File: src/rtl/fifo_uart_tx_pkg.sv
// Shared constants for the FIFO-fed UART transmitter: FSM state codes and line levels.
package fifo_uart_tx_pkg;

    typedef logic [2:0] state_t;

    localparam state_t S_IDLE   = 3'd0;
    localparam state_t S_FETCH  = 3'd1;
    localparam state_t S_WAIT   = 3'd2;
    localparam state_t S_START  = 3'd3;
    localparam state_t S_DATA   = 3'd4;
    localparam state_t S_PARITY = 3'd5;
    localparam state_t S_STOP   = 3'd6;

    localparam logic LINE_IDLE  = 1'b1;
    localparam logic LINE_START = 1'b0;

endpackage

File: src/rtl/fifo_uart_tx_baud_cnt.sv
// Bit-period counter: counts 0..CLKS_PER_BIT-1 and pulses bit_tick on the last cycle of each bit.
module uart_baud_cnt #(
    parameter int CLKS_PER_BIT = 16
) (
    input  logic clk,
    input  logic rst,
    input  logic clear,
    output logic bit_tick
);

    localparam int CNT_W = (CLKS_PER_BIT > 1) ? $clog2(CLKS_PER_BIT) : 1;
    localparam logic [CNT_W-1:0] LAST_CNT = CNT_W'(CLKS_PER_BIT - 1);

    logic [CNT_W-1:0] count_reg;

    assign bit_tick = (count_reg == LAST_CNT) && !clear;

    always_ff @(posedge clk) begin
        if (rst) begin
            count_reg <= '0;
        end else if (clear || bit_tick) begin
            count_reg <= '0;
        end else begin
            count_reg <= count_reg + 1'b1;
        end
    end

endmodule

File: src/rtl/fifo_uart_tx.sv
// Pops words from a synchronous FIFO and shifts them out as UART frames (start, data LSB first,
// optional parity, 1 or 2 stop bits). tx is registered from next-state logic so it moves with the state.
module fifo_uart_tx
    import fifo_uart_tx_pkg::*;
#(
    parameter int DATA_WIDTH   = 8,
    parameter int CLKS_PER_BIT = 16,
    parameter int STOP_BITS    = 1,
    parameter int PARITY_EN    = 0,
    parameter int PARITY_ODD   = 0
) (
    input  logic                  clk,
    input  logic                  rst,
    input  logic                  enable,
    input  logic                  fifo_empty,
    input  logic [DATA_WIDTH-1:0] fifo_data,
    output logic                  fifo_r_en,
    output logic                  tx,
    output logic                  busy,
    output logic                  frame_done
);

    localparam int IDX_W = $clog2(DATA_WIDTH) + 1;
    localparam logic [IDX_W-1:0] LAST_BIT  = IDX_W'(DATA_WIDTH - 1);
    localparam logic [1:0]       LAST_STOP = 2'(STOP_BITS - 1);

    state_t                  state_reg, state_next;
    logic [DATA_WIDTH-1:0]   shift_reg, shift_next;
    logic [IDX_W-1:0]        bit_idx_reg, bit_idx_next;
    logic [1:0]              stop_cnt_reg, stop_cnt_next;
    logic                    parity_reg, parity_next;
    logic                    tx_reg, tx_next;
    logic                    done_reg, done_next;
    logic                    bit_tick;
    logic                    baud_clear;

    // The bit timer only runs while a frame is on the line.
    assign baud_clear = (state_reg == S_IDLE) || (state_reg == S_FETCH) || (state_reg == S_WAIT);

    uart_baud_cnt #(
        .CLKS_PER_BIT(CLKS_PER_BIT)
    ) u_baud (
        .clk     (clk),
        .rst     (rst),
        .clear   (baud_clear),
        .bit_tick(bit_tick)
    );

    assign fifo_r_en  = (state_reg == S_FETCH);
    assign busy       = (state_reg != S_IDLE);
    assign tx         = tx_reg;
    assign frame_done = done_reg;

    always_comb begin
        state_next    = state_reg;
        shift_next    = shift_reg;
        bit_idx_next  = bit_idx_reg;
        stop_cnt_next = stop_cnt_reg;
        parity_next   = parity_reg;
        done_next     = 1'b0;

        case (state_reg)
            S_IDLE: begin
                if (enable && !fifo_empty) begin
                    state_next = S_FETCH;
                end
            end
            S_FETCH: begin
                state_next = S_WAIT;
            end
            S_WAIT: begin
                shift_next    = fifo_data;
                parity_next   = (^fifo_data) ^ (PARITY_ODD != 0);
                bit_idx_next  = '0;
                stop_cnt_next = '0;
                state_next    = S_START;
            end
            S_START: begin
                if (bit_tick) begin
                    state_next = S_DATA;
                end
            end
            S_DATA: begin
                if (bit_tick) begin
                    if (bit_idx_reg == LAST_BIT) begin
                        state_next = (PARITY_EN != 0) ? S_PARITY : S_STOP;
                    end else begin
                        bit_idx_next = bit_idx_reg + 1'b1;
                        shift_next   = shift_reg >> 1;
                    end
                end
            end
            S_PARITY: begin
                if (bit_tick) begin
                    state_next = S_STOP;
                end
            end
            S_STOP: begin
                if (bit_tick) begin
                    if (stop_cnt_reg == LAST_STOP) begin
                        state_next = S_IDLE;
                        done_next  = 1'b1;
                    end else begin
                        stop_cnt_next = stop_cnt_reg + 1'b1;
                    end
                end
            end
            default: begin
                state_next = S_IDLE;
            end
        endcase

        // Line level follows the state being entered, so tx and state change on the same edge.
        case (state_next)
            S_START:  tx_next = LINE_START;
            S_DATA:   tx_next = shift_next[0];
            S_PARITY: tx_next = parity_next;
            default:  tx_next = LINE_IDLE;
        endcase
    end

    always_ff @(posedge clk) begin
        if (rst) begin
            state_reg    <= S_IDLE;
            shift_reg    <= '0;
            bit_idx_reg  <= '0;
            stop_cnt_reg <= '0;
            parity_reg   <= 1'b0;
            tx_reg       <= LINE_IDLE;
            done_reg     <= 1'b0;
        end else begin
            state_reg    <= state_next;
            shift_reg    <= shift_next;
            bit_idx_reg  <= bit_idx_next;
            stop_cnt_reg <= stop_cnt_next;
            parity_reg   <= parity_next;
            tx_reg       <= tx_next;
            done_reg     <= done_next;
        end
    end

endmodule

File: config.mk
export PLATFORM = sky130hd
export DESIGN_NAME = fifo_uart_tx
export DESIGN_NICKNAME = d
export VERILOG_FILES = /design/src/rtl/fifo_uart_tx_pkg.sv /design/src/rtl/fifo_uart_tx_baud_cnt.sv /design/src/rtl/fifo_uart_tx.sv
export SDC_FILE = /design/constraint.sdc
export NUM_CORES = 1
export LEC_CHECK = 0
export CORE_MARGIN = 4
export CORE_UTILIZATION = 50
export CTS_CLUSTER_SIZE = 28
export DETAILED_ROUTE_END_ITERATION = 6
export PLACE_DENSITY = 0.83
export SLEW_MARGIN = 30
export SYNTH_ARGS = -nofsm -noshare
export SYNTH_HDL_FRONTEND = slang
export SYNTH_SLANG_ARGS = --single-unit
File: constraint.sdc
create_clock -name clk -period 1.8 [get_ports clk]
set_input_delay 0.18 -clock clk [delete_from_list [all_inputs] [get_ports clk]]
set_output_delay 0.18 -clock clk [all_outputs]
set_load 0.01 [all_outputs]
==> key figures <==
Drt
  – Wire length on met1: about 1.1 mm
  – Vias per inst: 5.74
  – Residual DRC: 0
  – Initial DRT Pass Iterations: 4
  – Routed length on met2: approximately 1.3 mm
  – DR iter-0 viols: 22
  – Highest routed layer: met4
  – Routed Antenna Nets: 0
  – Met3 wire length: between 100 and 150 um
  – Wire length per cell: ~14 um
  – Routed via count: ~1000
  – WL final: 2.55 mm

Pwr
  – P_int: 0.857 mW
  – Power consumption: 1.11 mW
  – Share of power burned in registers: 50.2%
  – Net switching power: approximately 0.25 mW
  – Worst vdd ir: 0.646 mV
  – Comb power frac: 14.4%
  – Sw frac: 22.9%
  – Pwr Density: about 770 mW/mm2
  – Static Leakage: a little over 0.5 nW
  – Clock power share: 35.4%

STA
  – Period Utilization, post-route: 96.5%
  – Setup_tns: 0 ns
  – Final Slew Violations: 0
  – Fin crit period: 1.74 ns
  – Final setup vio count: 0
  – Final hold vios: 0
  – Post-route setup slack: 0.0624 ns
  – Fmax: 0.576 GHz
  – Relative slew slack: 64.8%
  – Final Skew: between 0.008 and 0.009 ns
  – Worst-Margin Slew: 0.524 ns
  – WHS: 0.428 ns
  – RSZ-0062 raised after global routing: false

Status
  – Status: completed

Logic synthesis
  – Asr flop ratio synth: 0%
  – Post-synthesis mux area share: 0.857%
  – Netlist cell types: 39
  – Largest family of logic cells by synthesized area: simple AND/OR/NAND/NOR gates
  – EDFF count, synth: 0
  – Post-synth net total: 144
  – Top_reg_cell synth: dfxtp_1
  – Gate Count Post-Synth: 129
  – Sequential share of the synthesized area: 41.1%
  – Mean Syn Cell Area: 9.06 um2
  – Syn Std Cell Area: 0.00117 mm2
  – Synth Area in Compound Gates: 20.8%
  – XOR/XNOR share of the synthesized area: under 10%
  – #FFs+latches synth: 24
  – Post-synthesis adder-cell area fraction: 3.21%
  – Simple-gate share of the synthesized area: about 22%
  – Yosys warns: 0

Global routing
  – Remaining global-route overflow: 0
  – Global Route Usage Sum: 17.3%
  – Largest net degree at the start of global routing: 22
  – Initial antenna violation count: 0
  – Vias in the first global route: between 1000 and 1500
  – First-pass GRT wire length: approximately 4.4 mm

Layout
  – Final net count: 166
  – Most common library cell in the layout ignoring fill and taps: dfxtp_1
  – Share of cells above drive strength 1: 16.0%
  – Max FFs per register: 8
  – Commonest non-fill, non-tap cells in the layout: dfxtp_1, clkdlybuf4s50_1, a21oi_1
  – Area Growth Syn to Fin: 24.2%
  – Antenna diode count: 0
  – Final core occ: 65.6%

Worst setup path
  – Crit path cell chain: ha_2 -> and4b_4 -> and3_4 -> a221o_1 -> a211oi_2 -> o31ai_1
  – Crit-path slowest cell: a221o_1
  – Startpoint Class: flip-flop
  – Crit path kind: reg -> reg
  – Number of cells on the worst reg-to-reg path: 6
  – Critical-path maximum fanout: 4
  – Slowest cell delay on critical path: about 0.38 ns
  – CP endpoint kind: flip-flop
  – CP Data Required Time: about 2 ns
  – WP data arrival: between 1.5 and 2 ns

Die
  – Die height: between 50 and 60 um
  – Horiz. Die Dim: 56.3 um
  – Num rows: 17
  – Total core area: 0.00221 mm2
  – Starting density of the core: between 50% and 60%
  – Die area: 0.00317 mm2
  – I/O pin cnt: 16

Worst hold path
  – Hold Path Class: reg -> reg
  – Hold path cells: 1

CTS
  – Longest Clk Path Bufs: 2
  – Root buffer cell: clkbuf_4
  – Clock slew at reported path FFs: approximately 0.13 ns
  – Post-CTS Setup Bufs: 0
  – CTS tree: yes
  – Clock Latency Late Sink: 0.33 ns
  – CTS Buf Count: 3
  – Clock Sinks: 24
  – # H-tree levels: 1

Place
  – Gpl congestion: 0.820
  – Port bufs: 15
  – Pre-CTS setup slack: 0.0438 ns
  – Dpl hpwl: about 1.9 mm

Flow run
  – Max-Cap Viols: 0
worst max-delay path, delay by kind of cell, from the launching register on:
| family | cells | cell delay [ns] |
|---|---|---|
| AO/OA/AOI/OAI | 3 | 0.69 |
| adder cells (fa/ha/maj) | 1 | 0.20 |
| flip-flops | 1 | 0.35 |
| AND/OR/NAND/NOR | 2 | 0.38 |
cell usage after synthesis, types with 2 or more instances:
master | number | area [um2]
nor2b_1 | 2 | 12.5
a311oi_1 | 3 | 26.3
a21oi_1 | 13 | 65.1
nand3_1 | 3 | 15.0
nand2_1 | 10 | 37.5
a211oi_1 | 2 | 15.0
a22oi_1 | 8 | 60.1
nor2_1 | 9 | 33.8
inv_1 | 3 | 11.3
nor3_1 | 4 | 20.0
nand3b_1 | 2 | 15.0
or3_1 | 2 | 12.5
dfxtp_1 | 24 | 480
ha_1 | 3 | 37.5
nor3b_1 | 2 | 15.0
clkbuf_1 | 6 | 22.5
xnor2_1 | 8 | 70.1
o21ai_0 | 2 | 10.0
xor2_1 | 3 | 26.3
metrics by stage:
step | area [um2] | cells
detailed placement | 1390 | 174
global route | 1450 | 178
global placement | 1390 | 174
finish | 1450 | 178
floorplan | 1170 | 129
CTS | 1440 | 178
layer usage:
layer	vias to the layer above	global-route usage, %
met1	489	19.7
met2	19	30.1
li1	509	-
met3	4	5.29
met4	0	6.78
met5	-	0
final timing paths:
kind / from / end / slack (ns)
hold reg to reg: u_baud.count_reg[0] / u_baud.count_reg[0] / 0.43
setup reg to reg: u_baud.count_reg[0] / tx / 0.06
hold / removal: u_baud.count_reg[0] / u_baud.count_reg[0] / 0.43
setup / recovery: u_baud.count_reg[0] / tx / 0.06
layout make-up:
type,count,area (um2)
Timing Repair Buffer,24,215
Sequential cell,24,484
Clock inverter,1,30.0
Inverter,3,11.3
Fill cell,184,761
Clock buffer,3,22.5
Tap cell,28,35.0
Multi-Input combinational cell,95,653
power by group through the flow:
stage	Clock, mW	Sequential (mW)	Combinational, mW
4_1_cts	0.396	0.558	0.160
2_1_floorplan	0	0.567	0.0955
6_report	0.393	0.558	0.160
5_1_grt	0.418	0.560	0.174
3_5_place_dp	0	0.569	0.163
3_3_place_gp	0	0.568	0.158
repair_timing:
action	in CTS	in global routing
setup endpoints to repair	2	2
hold buffers	0	0
endpoints found under the hold margin	0	0
resized for setup	3	4
cells by family after synthesis:
family,Yosys count
multiplexers,1
AO/OA/AOI/OAI,35
adder cells (fa/ha/maj),3
buffers and inverters,10
flip-flops,24
AND/OR/NAND/NOR,45
XOR/XNOR,11
Power figures use the tool's default switching activity.
